<file path="src/rtl/branch_predict_unit.sv">
// Direct-mapped BTB with saturating direction counters: zero-latency lookup from the IF PC,
// training and mispredict/redirect generation from the branch-resolution stage.
module branch_predict_unit #(
  parameter int XLEN     = 32,
  parameter int IDX_BITS = 4,
  parameter int TAG_BITS = 8,
  parameter int CNT_BITS = 2
) (
  input  logic            clk_i,
  input  logic            rst_i,
  input  logic            start_i,
  input  logic [XLEN-1:0] if_pc_i,
  output logic            pred_hit_o,
  output logic            pred_taken_o,
  output logic [XLEN-1:0] pred_target_o,
  input  logic            upd_valid_i,
  input  logic [XLEN-1:0] upd_pc_i,
  input  logic            upd_taken_i,
  input  logic [XLEN-1:0] upd_target_i,
  input  logic            upd_pred_taken_i,
  input  logic [XLEN-1:0] upd_pred_target_i,
  output logic            mispredict_o,
  output logic [XLEN-1:0] redirect_pc_o,
  output logic [31:0]     stat_branches_o,
  output logic [31:0]     stat_mispred_o
);

  localparam int ENTRIES = 1 << IDX_BITS;
  localparam logic [CNT_BITS-1:0] CNT_MAX = {CNT_BITS{1'b1}};
  localparam logic [CNT_BITS-1:0] CNT_WNT = CNT_BITS'((2 ** (CNT_BITS - 1)) - 1);
  localparam logic [CNT_BITS-1:0] CNT_WT  = CNT_BITS'(2 ** (CNT_BITS - 1));

  logic                valid_q [ENTRIES];
  logic [TAG_BITS-1:0] tag_q   [ENTRIES];
  logic [XLEN-1:0]     tgt_q   [ENTRIES];
  logic [CNT_BITS-1:0] cnt_q   [ENTRIES];

  logic [IDX_BITS-1:0] lk_idx, up_idx;
  logic [TAG_BITS-1:0] lk_tag, up_tag;
  logic                lk_hit, up_hit, up_en;

  assign lk_idx = if_pc_i[IDX_BITS+1:2];
  assign lk_tag = if_pc_i[IDX_BITS+TAG_BITS+1:IDX_BITS+2];
  assign up_idx = upd_pc_i[IDX_BITS+1:2];
  assign up_tag = upd_pc_i[IDX_BITS+TAG_BITS+1:IDX_BITS+2];

  // Lookup reads only registered state, so a same-cycle update is not bypassed.
  assign lk_hit        = start_i & valid_q[lk_idx] & (tag_q[lk_idx] == lk_tag);
  assign pred_hit_o    = lk_hit;
  assign pred_taken_o  = lk_hit & cnt_q[lk_idx][CNT_BITS-1];
  assign pred_target_o = lk_hit ? tgt_q[lk_idx] : '0;

  assign up_en  = upd_valid_i & start_i;
  assign up_hit = valid_q[up_idx] & (tag_q[up_idx] == up_tag);

  assign mispredict_o  = up_en & ((upd_taken_i != upd_pred_taken_i) |
                         (upd_taken_i & upd_pred_taken_i & (upd_target_i != upd_pred_target_i)));
  assign redirect_pc_o = !mispredict_o ? '0 :
                         upd_taken_i   ? upd_target_i : upd_pc_i + XLEN'(4);

  always_ff @(posedge clk_i) begin
    if (rst_i) begin
      for (int i = 0; i < ENTRIES; i++) begin
        valid_q[i] <= 1'b0;
        tag_q[i]   <= '0;
        tgt_q[i]   <= '0;
        cnt_q[i]   <= CNT_WNT;
      end
      stat_branches_o <= '0;
      stat_mispred_o  <= '0;
    end else if (up_en) begin
      if (up_hit) begin
        if (upd_taken_i) begin
          tgt_q[up_idx] <= upd_target_i;
          if (cnt_q[up_idx] != CNT_MAX) cnt_q[up_idx] <= cnt_q[up_idx] + 1'b1;
        end else if (cnt_q[up_idx] != '0) begin
          cnt_q[up_idx] <= cnt_q[up_idx] - 1'b1;
        end
      end else if (upd_taken_i) begin
        valid_q[up_idx] <= 1'b1;
        tag_q[up_idx]   <= up_tag;
        tgt_q[up_idx]   <= upd_target_i;
        cnt_q[up_idx]   <= CNT_WT;
      end
      if (stat_branches_o != 32'hFFFF_FFFF) stat_branches_o <= stat_branches_o + 32'd1;
      if (mispredict_o && stat_mispred_o != 32'hFFFF_FFFF) stat_mispred_o <= stat_mispred_o + 32'd1;
    end
  end

  logic unused_pc_bits;
  assign unused_pc_bits = ^{if_pc_i[1:0], if_pc_i[XLEN-1:IDX_BITS+TAG_BITS+2]};

endmodule

</file>
<file path="config.mk">
export PLATFORM = sky130hd
export DESIGN_NAME = branch_predict_unit
export DESIGN_NICKNAME = d
export VERILOG_FILES = /design/src/rtl/branch_predict_unit.sv
export SDC_FILE = /design/constraint.sdc
export NUM_CORES = 1
export LEC_CHECK = 0
export ABC_AREA = 1
export CORE_MARGIN = 2
export CORE_UTILIZATION = 24
export CTS_BUF_LIST = sky130_fd_sc_hd__clkbuf_2
export DETAILED_ROUTE_END_ITERATION = 12
export RECOVER_POWER = 25
export SETUP_SLACK_MARGIN = 0.05
export SLEW_MARGIN = 10
export SYNTH_ARGS = -nofsm -noshare
export SYNTH_HDL_FRONTEND = slang
export SYNTH_SLANG_ARGS = --single-unit
</file>
<file path="constraint.sdc">
create_clock -name clk_i -period 8.55 [get_ports clk_i]
set_clock_uncertainty 0.2 [all_clocks]
set_input_delay 0.855 -clock clk_i [delete_from_list [all_inputs] [get_ports clk_i]]
set_output_delay 0.855 -clock clk_i [all_outputs]
set_load 0.05 [all_outputs]
</file>
After elaboration in Yosys (flattened, before gate mapping)
Memory sizes are Yosys's and may differ from the RTL's.
Cells that the tools add are included.
W data, S select, Z words.
Storage, ports and cells
  flip-flop bits (word level): 64
  RAM bits: 688
  input bits: 134
  output and inout port bits: 131
  logic and storage cells: 79
  memories kept: 4
Memories
  tgt_q: depth 16, width 32, rd ports 1, clocked after Yosys merged registers in 0, wr ports 16, RTL line 35  | logic [XLEN-1:0] tgt_q [ENTRIES];
  tag_q: depth 16, width 8, rd ports 2, clocked after Yosys merged registers in 0, wr ports 16, RTL line 34  | logic [TAG_BITS-1:0] tag_q [ENTRIES];
  cnt_q: depth 16, width 2, rd ports 2, clocked after Yosys merged registers in 0, wr ports 16, RTL line 36  | logic [CNT_BITS-1:0] cnt_q [ENTRIES];
  valid_q: depth 16, width 1, rd ports 2, clocked after Yosys merged registers in 0, wr ports 16, RTL line 33  | logic valid_q [ENTRIES];
Cells by class
  add/subtract/negate cells: 5
  equality and inequality tests: 7
  multiplexer cells: 41
  bitwise gates (word level): 12
  reduce and logical (&&, ||, !) cells: 8
Operator list (count)
  $mux W32: 5
  $add A32 B1 Y32 const B: 2
  $ne A32 B32 Y1 const B: 2
  $add A32 B3 Y32 const B: 1
  $ne A32 B32 Y1: 1
  $reduce_or A32 Y1: 1
  $mux W1: 28
  $eq A8 B8 Y1: 2
  $mux W4: 4
  $and A1 B1 Y1: 8
  $mux W8: 1
  $reduce_or A8 Y1: 1
  $mux W2: 3
  $or A1 B1 Y1: 4
  $reduce_and A2 Y1: 2
  $add A2 B1 Y2 const B: 1
  $ne A2 B2 Y1 const B: 1
  $reduce_bool A2 Y1: 1
  $reduce_or A2 Y1: 1
  $sub A2 B1 Y2 const B: 1
  $logic_and A1 B1 Y1: 1
  $ne A1 B1 Y1: 1
  $reduce_or A1 Y1: 1

Depth between registers and ports, before layout
Gate-level depths: netlist of the first run.
An unclocked memory read counts as a cell.
  word-level depth: 12
  depth in mapped cells: 19
  gate-level depth less buffers: 17

Worst setup path before layout of the first run
Ideal clock, no wire load.
  path type: input to output
  start: in if_pc_i[2]
  end: out pred_target_o[11]
  arrival time: 3.630 ns
  required time: 7.495 ns
  path slack: 3.865 ns
  stages on the path: 14
  path buffers: 2
  path through: buf_2 > clkinv_1 > clkbuf_1 > a21oi_1 > o21ai_0 > nand3_1 > o21ai_0 > o21ai_0 > nand3_1 > nor2_1 > nand3_1 > nor2_1 > nand2_1 > nor2_1
Between the ends
  longest elaborated chain between the ends: 4
  elaborated cells on any way between the ends: 7
  classes of those cells: eq/ne (1); mux (1); bitwise (2); memory (3)
RTL lines
  from (decl): RTL line 12  | input logic [XLEN-1:0] if_pc_i,
  $mem_v2 Z16 W8 / $mem_v2 Z16 W1 (equally long branches)
  $eq A8 B8 Y1 / $and A1 B1 Y1 (equally long branches): RTL line 48  | assign lk_hit = start_i & valid_q[lk_idx] & (tag_q[lk_idx] == lk_tag);
  $and A1 B1 Y1 *: RTL line 48
  net pred_hit_o: RTL line 13  | output logic pred_hit_o,
  $mux W32 *: RTL line 51  | assign pred_target_o = lk_hit ? tgt_q[lk_idx] : '0;
  to (decl): RTL line 15  | output logic [XLEN-1:0] pred_target_o,
The timed path passes the listed nets; every way through them passes the cells marked *.

==> impl_results.html, run 1 <==
<table>
<tr><th>Metric</th><th>Value</th></tr>
<tr><th colspan="2">Status</th></tr>
<tr><td>Status</td><td>finished with violations</td></tr>
<tr><td>Violated checks</td><td>max-capacitance violations, max-slew violations</td></tr>
<tr><th colspan="2">Die</th></tr>
<tr><td>DIE WIDTH</td><td>399 microns</td></tr>
<tr><td>Die Ht</td><td>approximately 400 microns</td></tr>
<tr><td>Core region area</td><td>~150000 sq um</td></tr>
<tr><td>Area of the die</td><td>roughly 160000 sq um</td></tr>
<tr><td>Number of ports placed on the die boundary</td><td>265</td></tr>
<tr><td>Number of rows created at floorplan</td><td>~140</td></tr>
<tr><td>Initial cell density of the core</td><td>0.242</td></tr>
<tr><th colspan="2">Logic synthesis</th></tr>
<tr><td>Post-synthesis instance total</td><td>roughly 4100</td></tr>
<tr><td>Average footprint of a synthesized cell</td><td>9.04 sq um</td></tr>
<tr><td>Net count of the mapped netlist</td><td>about 4300</td></tr>
<tr><td>Warnings, synthesis</td><td>0</td></tr>
<tr><td>Number of synthesized flops with an enable pin</td><td>672</td></tr>
<tr><td>Share of flip-flops with an asynchronous set or reset</td><td>0</td></tr>
<tr><td>Primary FF master, synth</td><td>sky130_fd_sc_hd__edfxtp_1</td></tr>
<tr><td>Number of distinct library cells after synthesis</td><td>49</td></tr>
<tr><td>Number of synthesized register bits</td><td>approximately 750</td></tr>
<tr><td>Post-synthesis cell area</td><td>37400 sq um</td></tr>
<tr><td>Sequential share of the synthesized area</td><td>0.582</td></tr>
<tr><th colspan="2">Cells and area</th></tr>
<tr><td>Commonest cells after routing, fill and taps aside</td><td>825 x sky130_fd_sc_hd__nor2_1, 809 x sky130_fd_sc_hd__nand2_1, 672 x sky130_fd_sc_hd__edfxtp_1, 376 x sky130_fd_sc_hd__a21oi_1, 275 x sky130_fd_sc_hd__clkbuf_2</td></tr>
<tr><td>Final non-filler cell total</td><td>approximately 6500</td></tr>
<tr><td>Most common cell after layout, fill and taps aside</td><td>sky130_fd_sc_hd__nor2_1</td></tr>
<tr><td>Share of cells above drive strength 1</td><td>0.0922</td></tr>
<tr><td>Filler cell count in the final layout</td><td>16300</td></tr>
<tr><td>Core utilization of the finished layout</td><td>0.281</td></tr>
<tr><td>Final nets</td><td>around 4500</td></tr>
<tr><td>Layout Area Growth over Synthesis</td><td>16.0%</td></tr>
<tr><th colspan="2">Worst setup path</th></tr>
<tr><td>Largest stage delay, worst path</td><td>approximately 1900 ps</td></tr>
<tr><td>Critical path's top delay family</td><td>buffers and inverters</td></tr>
<tr><td>Crit end category</td><td>register</td></tr>
<tr><td>Type of element launching the critical path</td><td>input pin</td></tr>
<tr><td>Max stage delay cell, worst path</td><td>sky130_fd_sc_hd__clkbuf_1</td></tr>
<tr><td>Levels on crit path</td><td>9</td></tr>
<tr><td>Required time of the critical path</td><td>a little over 9000 ps</td></tr>
<tr><td>Maximum fanout encountered on the critical timing path</td><td>33</td></tr>
<tr><td>Arrival time at the worst endpoint</td><td>~7300 ps</td></tr>
<tr><td>Worst Path Buf+Inv</td><td>6</td></tr>
<tr><td>Type of the worst setup path</td><td>in -&gt; reg</td></tr>
<tr><td>Cell count of the worst reg-to-reg path</td><td>12</td></tr>
<tr><td>Cells along the critical path</td><td>clkbuf_1 -&gt; clkbuf_1 -&gt; inv_1 -&gt; clkbuf_1 -&gt; nor3_2 -&gt; clkbuf_1 -&gt; nand2_1 -&gt; clkbuf_1 -&gt; nand2_2</td></tr>
<tr><td>Most frequent CP cell</td><td>sky130_fd_sc_hd__clkbuf_1</td></tr>
<tr><th colspan="2">STA</th></tr>
<tr><td>Sum of negative setup slack</td><td>0 ps</td></tr>
<tr><td>Setup violations, final</td><td>0</td></tr>
<tr><td>Post-layout min period</td><td>~6800 ps</td></tr>
<tr><td>Final Hold Viols</td><td>0</td></tr>
<tr><td>RSZ-0062 raised after global routing</td><td>no</td></tr>
<tr><td>Maximum clock frequency</td><td>roughly 150 MHz</td></tr>
<tr><td>Tightest Pin Transition</td><td>roughly 2900 ps</td></tr>
<tr><td>Hold slack</td><td>roughly 200 ps</td></tr>
<tr><td>Max-slew violation count</td><td>approximately 480</td></tr>
<tr><td>Relative slew margins</td><td>-0.914</td></tr>
<tr><td>Final Worst Setup Slack</td><td>1790 ps</td></tr>
<tr><td>Final clock period utilization by the worst path</td><td>0.791</td></tr>
<tr><th colspan="2">Clocking</th></tr>
<tr><td>CTS sink count</td><td>752</td></tr>
<tr><td>TritonCTS buffer count</td><td>185</td></tr>
<tr><td>Cell chosen for the clock root</td><td>sky130_fd_sc_hd__clkbuf_2</td></tr>
<tr><td>Clk slew on worst S/H paths</td><td>about 100 ps</td></tr>
<tr><td>Largest buffer count on any clock path</td><td>3</td></tr>
<tr><td>CTS tree</td><td>built</td></tr>
<tr><td>Clock H-tree levels</td><td>4</td></tr>
<tr><td>Clock latency reported for the late side of the worst-skew pair</td><td>1450 ps</td></tr>
<tr><th colspan="2">Job</th></tr>
<tr><td>Max-cap violations</td><td>14</td></tr>
<tr><th colspan="2">Routing</th></tr>
<tr><td>WL per Instance</td><td>approximately 21 microns</td></tr>
<tr><td>DRC violation total after the first TritonRoute iteration</td><td>roughly 3200</td></tr>
<tr><td>Final antenna-violating net count</td><td>0</td></tr>
<tr><td>Total routed wirelength</td><td>around 140000 microns</td></tr>
<tr><td>Count of unresolved DRC violations after routing</td><td>0</td></tr>
<tr><td>Post-DR vias/cell</td><td>around 4.9</td></tr>
<tr><td>Length of the first detailed-routing pass in iterations</td><td>6</td></tr>
<tr><td>Detailed-route via count</td><td>32000</td></tr>
<tr><th colspan="2">Power and ir drop</th></tr>
<tr><td>IR Drop Worst-Case VDD</td><td>113 uV</td></tr>
<tr><td>Reported leakage power</td><td>15.9 nW</td></tr>
<tr><td>Power per Cell Area</td><td>175 nW/um^2</td></tr>
<tr><th colspan="2">Placement</th></tr>
<tr><td>Number of cells after detailed placement</td><td>6180</td></tr>
<tr><td>Setup Slack @ Placement</td><td>around 2200 ps</td></tr>
<tr><td>Post-detail-place hpwl</td><td>~85000 microns</td></tr>
<tr><td>Port Buffer Count</td><td>around 240</td></tr>
<tr><td>Final weighted congestion of routability-driven global placement</td><td>roughly 0.92</td></tr>
<tr><th colspan="2">GRT</th></tr>
<tr><td>Overall global routing resource usage</td><td>0.169</td></tr>
<tr><td>Number of antenna violations at the first check in global routing</td><td>6</td></tr>
<tr><td>Maximum number of pins on one net before global-route repair</td><td>between 150 and 200</td></tr>
<tr><td>Leftover overflow at the end of global routing</td><td>0</td></tr>
<tr><td>Global-route wire length before repair</td><td>200000 microns</td></tr>
<tr><td>Number of global-route vias before repair</td><td>30500</td></tr>
<tr><th colspan="2">Hold path</th></tr>
<tr><td>Number of cells on the worst hold path</td><td>4</td></tr>
<tr><td>Type of the tightest min-delay check</td><td>in -&gt; reg</td></tr>
</table>
==> report_power, final <==
group | internal [mW] | switching, mW | total, mW
clock | 0.914 | 1.56 | 2.47
sequential | 4.15 | 0.0499 | 4.20
combinational | 0.243 | 0.671 | 0.914
total | 5.31 | 2.28 | 7.59
==> worst min-delay path: cells and delay by family <==
family | cells | cell delay [ps]
and+or+nand+nor | 1 | 120
buffers and inverters | 3 | 740
==> stage by stage <==
step                instance area [sq um]  power, mW
floorplan                           37400       4.80
global placement                    41700       5.19
detailed placement                  41700       5.19
CTS                                 43500       7.63
global route                        43400       7.88
finish                              43400       7.59
==> cells in the mapped netlist, types with 2 or more instances <==
library cell / instances / share of area
sky130_fd_sc_hd__edfxtp_1: 672 / 0.54
sky130_fd_sc_hd__xor2_1: 39 / 0.0091
sky130_fd_sc_hd__nand4_1: 25 / 0.0042
sky130_fd_sc_hd__a32o_1: 21 / 0.0056
sky130_fd_sc_hd__o31ai_1: 22 / 0.0044
sky130_fd_sc_hd__o32ai_1: 2 / 0.00047
sky130_fd_sc_hd__o22ai_1: 6 / 0.0010
sky130_fd_sc_hd__buf_4: 10 / 0.0020
sky130_fd_sc_hd__a221o_1: 21 / 0.0056
sky130_fd_sc_hd__o211ai_1: 42 / 0.0084
sky130_fd_sc_hd__clkbuf_1: 228 / 0.023
sky130_fd_sc_hd__nor3b_1: 4 / 0.00080
sky130_fd_sc_hd__a31oi_1: 3 / 0.00050
sky130_fd_sc_hd__inv_2: 3 / 0.00030
sky130_fd_sc_hd__a211oi_1: 18 / 0.0036
sky130_fd_sc_hd__and3_1: 5 / 0.00084
sky130_fd_sc_hd__nor2_4: 2 / 0.00060
sky130_fd_sc_hd__clkinv_1: 24 / 0.0024
sky130_fd_sc_hd__inv_1: 227 / 0.023
sky130_fd_sc_hd__nand2_2: 9 / 0.0015
sky130_fd_sc_hd__dfxtp_1: 80 / 0.043
sky130_fd_sc_hd__nand3_1: 143 / 0.019
sky130_fd_sc_hd__xnor2_1: 44 / 0.010
sky130_fd_sc_hd__o21ai_1: 19 / 0.0025
sky130_fd_sc_hd__o21a_1: 4 / 0.00080
sky130_fd_sc_hd__a311oi_1: 12 / 0.0028
sky130_fd_sc_hd__nor4_1: 16 / 0.0027
sky130_fd_sc_hd__buf_2: 44 / 0.0059
sky130_fd_sc_hd__a211oi_2: 2 / 0.00067
sky130_fd_sc_hd__nor3_1: 77 / 0.010
sky130_fd_sc_hd__a221oi_1: 76 / 0.018
sky130_fd_sc_hd__nand2_4: 10 / 0.0030
sky130_fd_sc_hd__o21bai_1: 2 / 0.00040
sky130_fd_sc_hd__buf_1: 23 / 0.0023
sky130_fd_sc_hd__or2_2: 8 / 0.0013
sky130_fd_sc_hd__ha_1: 7 / 0.0023
sky130_fd_sc_hd__o21ai_0: 152 / 0.020
sky130_fd_sc_hd__nor2_1: 825 / 0.083
sky130_fd_sc_hd__o221ai_1: 2 / 0.00047
sky130_fd_sc_hd__nand2_1: 826 / 0.083
sky130_fd_sc_hd__a21oi_1: 376 / 0.050
==> state kept, by name, indices dropped and copies added (netlist names) <==
register	flops
stat_mispred_o	32
valid_q	16
tag_q	128
stat_branches_o	32
tgt_q	512
cnt_q	32
==> logic make-up (layout without fill, tap and decap cells) <==
family	Yosys count	count (layout)	synth area share
and+or+nand+nor	1956	1956	0.211
AOI/OAI and AO/OA	780	780	0.126
DFF	752	752	0.582
buffers and inverters	561	901	0.0591
xor gates and xnor gates	83	83	0.0194
adders and majority gates	7	7	0.00234
other	0	3	0
==> layer usage <==
layer / part of all wire / routed length [microns] / global-route usage / vias to the layer above
li1: - / - / - / 14700
met1: 0.39 / 53500 / 0.204 / 15400
met2: 0.49 / 67400 / 0.289 / 1648
met3: 0.089 / 12400 / 0.0369 / 332
met4: 0.039 / 5410 / 0.0695 / 2
met5: 0.000094 / 13 / 0 / -
==> what timing repair did <==
action / in CTS / in global routing
gates resized for setup: 0 / 0
endpoints found under the hold margin: 52 / 0
setup buffers: 0 / 0
hold buffers: 3 / 0
==> worst paths after layout <==
| path | from | to | slack [ps] |
|---|---|---|---|
| worst max-delay path | upd_taken_i | tgt_q[0][27]$_SDFFCE_PN0P_ | 1790 |
| worst min-delay path | upd_pc_i[7] | tag_q[10][1]$_SDFFCE_PN0P_ | 200 |
| worst max register to register | stat_mispred_o[1]$_SDFFE_PP0P_ | stat_mispred_o[26]$_SDFFE_PP0P_ | 4610 |
| worst min register to register | valid_q[3]$_DFF_P_ | valid_q[3]$_DFF_P_ | 280 |
==> cell type report <==
class / instances / area [sq um] / area share
clock buffers: 275 / 1380 / 0.0317
well taps: 2044 / 2560 / 0.0589
multi-input cells: 2826 / 13500 / 0.311
flip-flops and latches: 752 / 21800 / 0.502
clock inverters: 65 / 349 / 0.00804
diodes: 3 / 7.51 / 0.000173
repair buffers: 306 / 2850 / 0.0656
inverters: 255 / 973 / 0.0224
No activity file was read; power rests on OpenSTA's default activity.
==> run 2: changes to the inputs <==
==> constraint.sdc (replaced) <==
create_clock -name clk_i -period 5.8 [get_ports clk_i]
set_clock_uncertainty 0.2 [all_clocks]
set_input_delay 0.58 -clock clk_i [delete_from_list [all_inputs] [get_ports clk_i]]
set_output_delay 0.58 -clock clk_i [all_outputs]
set_load 0.05 [all_outputs]
==> impl_results.html, run 2 (synthesis results as in run 1) <==
<table>
<tr><th>Metric</th><th>Value</th></tr>
<tr><th colspan="2">Worst setup path</th></tr>
<tr><td>Required time of the critical path</td><td>6700 ps (-2390 ps)</td></tr>
<tr><td>Type of the worst setup path</td><td>in -&gt; reg</td></tr>
<tr><td>Crit end category</td><td>register</td></tr>
<tr><td>Arrival time at the worst endpoint</td><td>6570 ps (-740 ps)</td></tr>
<tr><td>Maximum fanout encountered on the critical timing path</td><td>39 (+18%)</td></tr>
<tr><td>Type of element launching the critical path</td><td>input pin</td></tr>
<tr><th colspan="2">STA</th></tr>
<tr><td>Setup violations, final</td><td>0 (unchanged)</td></tr>
<tr><td>Post-layout min period</td><td>~5700 ps</td></tr>
<tr><td>Sum of negative setup slack</td><td>0 ps (unchanged)</td></tr>
<tr><td>Max-slew violation count</td><td>340 (-28%)</td></tr>
<tr><td>Hold slack</td><td>224 ps (+27.9 ps)</td></tr>
<tr><td>Tightest Pin Transition</td><td>2800 ps (-70.1 ps)</td></tr>
<tr><td>Maximum clock frequency</td><td>176 MHz</td></tr>
<tr><td>Final Hold Viols</td><td>0 (unchanged)</td></tr>
<tr><td>RSZ-0062 raised after global routing</td><td>no</td></tr>
<tr><td>Final clock period utilization by the worst path</td><td>0.978</td></tr>
<tr><td>Relative slew margins</td><td>-0.867 (+0.0468)</td></tr>
<tr><th colspan="2">Cells and area</th></tr>
<tr><td>Commonest cells after routing, fill and taps aside</td><td>825 x sky130_fd_sc_hd__nor2_1, 811 x sky130_fd_sc_hd__nand2_1, 672 x sky130_fd_sc_hd__edfxtp_1, 376 x sky130_fd_sc_hd__a21oi_1, 261 x sky130_fd_sc_hd__clkbuf_2</td></tr>
<tr><td>Share of cells above drive strength 1</td><td>0.104 (+0.0122)</td></tr>
<tr><td>Summed area of non-filler cells in the final layout</td><td>44400 sq um (+2.3%)</td></tr>
<tr><td>Biggest register</td><td>tgt_q</td></tr>
<tr><td>Core utilization of the finished layout</td><td>0.288 (+0.00649)</td></tr>
<tr><td>Registers with the most flip-flops</td><td>tgt_q: 512 flops, tag_q: 128 flops</td></tr>
<tr><td>Final nets</td><td>4526 (+1.3%)</td></tr>
<tr><td>Area taken by multi-input logic gates</td><td>13500 sq um (-0.11%)</td></tr>
<tr><td>Max FFs per register</td><td>512 (unchanged)</td></tr>
<tr><td>Area taken by flip-flops and latches</td><td>21800 sq um (unchanged)</td></tr>
<tr><td>Filler cell count in the final layout</td><td>16200 (-0.53%)</td></tr>
<tr><td>Most common cell after layout, fill and taps aside</td><td>sky130_fd_sc_hd__nor2_1</td></tr>
<tr><td>Layout Area Growth over Synthesis</td><td>18.7%</td></tr>
<tr><th colspan="2">Clocking</th></tr>
<tr><td>CTS tree</td><td>built</td></tr>
<tr><td>Cts repair resizes</td><td>0 (unchanged)</td></tr>
<tr><td>TritonCTS buffer count</td><td>179 (-3.2%)</td></tr>
<tr><td>Clock H-tree levels</td><td>4 (unchanged)</td></tr>
<tr><td>Clock latency reported for the late side of the worst-skew pair</td><td>1470 ps (+20 ps)</td></tr>
<tr><td>Cell chosen for the clock root</td><td>sky130_fd_sc_hd__clkbuf_2</td></tr>
<tr><td>CTS sink count</td><td>752 (unchanged)</td></tr>
<tr><td>Clk slew on worst S/H paths</td><td>110 ps (about the same)</td></tr>
<tr><td>Largest buffer count on any clock path</td><td>3 (unchanged)</td></tr>
<tr><th colspan="2">Die</th></tr>
<tr><td>Core region area</td><td>154000 sq um (unchanged)</td></tr>
<tr><td>Number of rows created at floorplan</td><td>144 (unchanged)</td></tr>
<tr><td>Number of ports placed on the die boundary</td><td>265 (unchanged)</td></tr>
<tr><td>Initial cell density of the core</td><td>0.242 (unchanged)</td></tr>
<tr><td>DIE WIDTH</td><td>399 microns (unchanged)</td></tr>
<tr><td>Die Ht</td><td>399 microns (unchanged)</td></tr>
<tr><td>Area of the die</td><td>159000 sq um (unchanged)</td></tr>
<tr><th colspan="2">GRT</th></tr>
<tr><td>Number of antenna violations at the first check in global routing</td><td>6 (unchanged)</td></tr>
<tr><td>Leftover overflow at the end of global routing</td><td>0 (unchanged)</td></tr>
<tr><td>Number of global-route vias before repair</td><td>31200 (+2.3%)</td></tr>
<tr><td>Maximum number of pins on one net before global-route repair</td><td>137 (-28%)</td></tr>
<tr><td>Overall global routing resource usage</td><td>0.169 (+0.000207)</td></tr>
<tr><td>Global-route wire length before repair</td><td>201000 microns (+0.87%)</td></tr>
<tr><th colspan="2">Placement</th></tr>
<tr><td>Total placed instance area</td><td>42300 sq um (+1.5%)</td></tr>
<tr><td>Post-detail-place hpwl</td><td>86400 microns (+1.5%)</td></tr>
<tr><td>Port Buffer Count</td><td>244 (unchanged)</td></tr>
<tr><td>Final weighted congestion of routability-driven global placement</td><td>0.891 (-3.2%)</td></tr>
<tr><th colspan="2">Routing</th></tr>
<tr><td>Total routed wirelength</td><td>138000 microns (-0.75%)</td></tr>
<tr><td>Final antenna-violating net count</td><td>0 (unchanged)</td></tr>
<tr><td>DRC violation total after the first TritonRoute iteration</td><td>3501 (+8.9%)</td></tr>
<tr><td>Post-DR vias/cell</td><td>4.92 (+0.17%)</td></tr>
<tr><td>Length of the first detailed-routing pass in iterations</td><td>6 (unchanged)</td></tr>
<tr><td>WL per Instance</td><td>21.0 microns (-1.3%)</td></tr>
<tr><td>Count of unresolved DRC violations after routing</td><td>0 (unchanged)</td></tr>
<tr><td>Detailed-route via count</td><td>32200 (+0.71%)</td></tr>
<tr><th colspan="2">Power and ir drop</th></tr>
<tr><td>IR Drop Worst-Case VDD</td><td>169 uV (+49%)</td></tr>
<tr><td>Power, Total</td><td>11.3 mW (+49%)</td></tr>
<tr><td>Reported leakage power</td><td>16.4 nW (+3.2%)</td></tr>
<tr><td>Power per Cell Area</td><td>254 nW/um^2 (+45%)</td></tr>
<tr><th colspan="2">Status</th></tr>
<tr><td>Violated checks</td><td>max-capacitance violations, max-slew violations</td></tr>
<tr><td>Status</td><td>finished with violations</td></tr>
<tr><th colspan="2">Job</th></tr>
<tr><td>Max-cap violations</td><td>10 (-4)</td></tr>
<tr><th colspan="2">Hold path</th></tr>
<tr><td>Type of the tightest min-delay check</td><td>in -&gt; reg</td></tr>
</table>
[run 2: stage by stage]
step / worst slack [ps] / std cells
global placement: 839 / 6206
CTS: 332 / 6557
global route: 119 / 6561
detailed placement: 907 / 6206
floorplan: 1670 / 4139
finish: 127 / 6561
[run 2: final timing paths]
kind                                                startpoint                         endpoint  slack (ps)  cells past startpoint
worst max register to register  stat_mispred_o[1]$_SDFFE_PP0P_  stat_mispred_o[31]$_SDFFE_PP0P_        2110                     12
worst min register to register             valid_q[11]$_DFF_P_              valid_q[11]$_DFF_P_         280                      2
worst max-delay path                                     rst_i      tgt_q[13][26]$_SDFFCE_PN0P_         130                     10
worst min-delay path                          upd_target_i[12]       tgt_q[0][12]$_SDFFCE_PN0P_         220                      3
[run 2: critical path: stages]
cell and delay [ps]:
sky130_fd_sc_hd__dlygate4sd3_1 520, sky130_fd_sc_hd__dlygate4sd3_1 540, sky130_fd_sc_hd__buf_2 150, sky130_fd_sc_hd__clkbuf_1 1670
sky130_fd_sc_hd__nor3_2 100, sky130_fd_sc_hd__buf_4 300, sky130_fd_sc_hd__nand2_1 80, sky130_fd_sc_hd__clkbuf_1 1800
sky130_fd_sc_hd__nand2_2 280, sky130_fd_sc_hd__buf_4 490
[run 2: routing by layer]
layer	vias up	GRT usage	routed length (microns)
met2	1530	0.288	67500
met3	274	0.0327	11400
li1	14800	-	-
met1	15700	0.208	53600
met5	-	0	27
met4	4	0.0717	5020
[run 2: final cells by class]
type / count / share of cell area
multi-input cells: 2826 / 0.304
repair buffers: 371 / 0.0875
flip-flops and latches: 752 / 0.490
inverters: 255 / 0.0219
diodes: 4 / 0.000225
clock inverters: 48 / 0.00899
clock buffers: 261 / 0.0294
well taps: 2044 / 0.0576
[run 2: power by group]
part,total (mW),internal (mW),switching [mW]
combinational,1.38,0.393,0.989
sequential,6.19,6.12,0.0723
clock,3.71,1.52,2.20
[run 2: what timing repair did]
item,in CTS,in global routing
hold endpoints to repair,631,0
setup endpoints to repair,0,0
hold buffers,42,0
buffers inserted,0,0
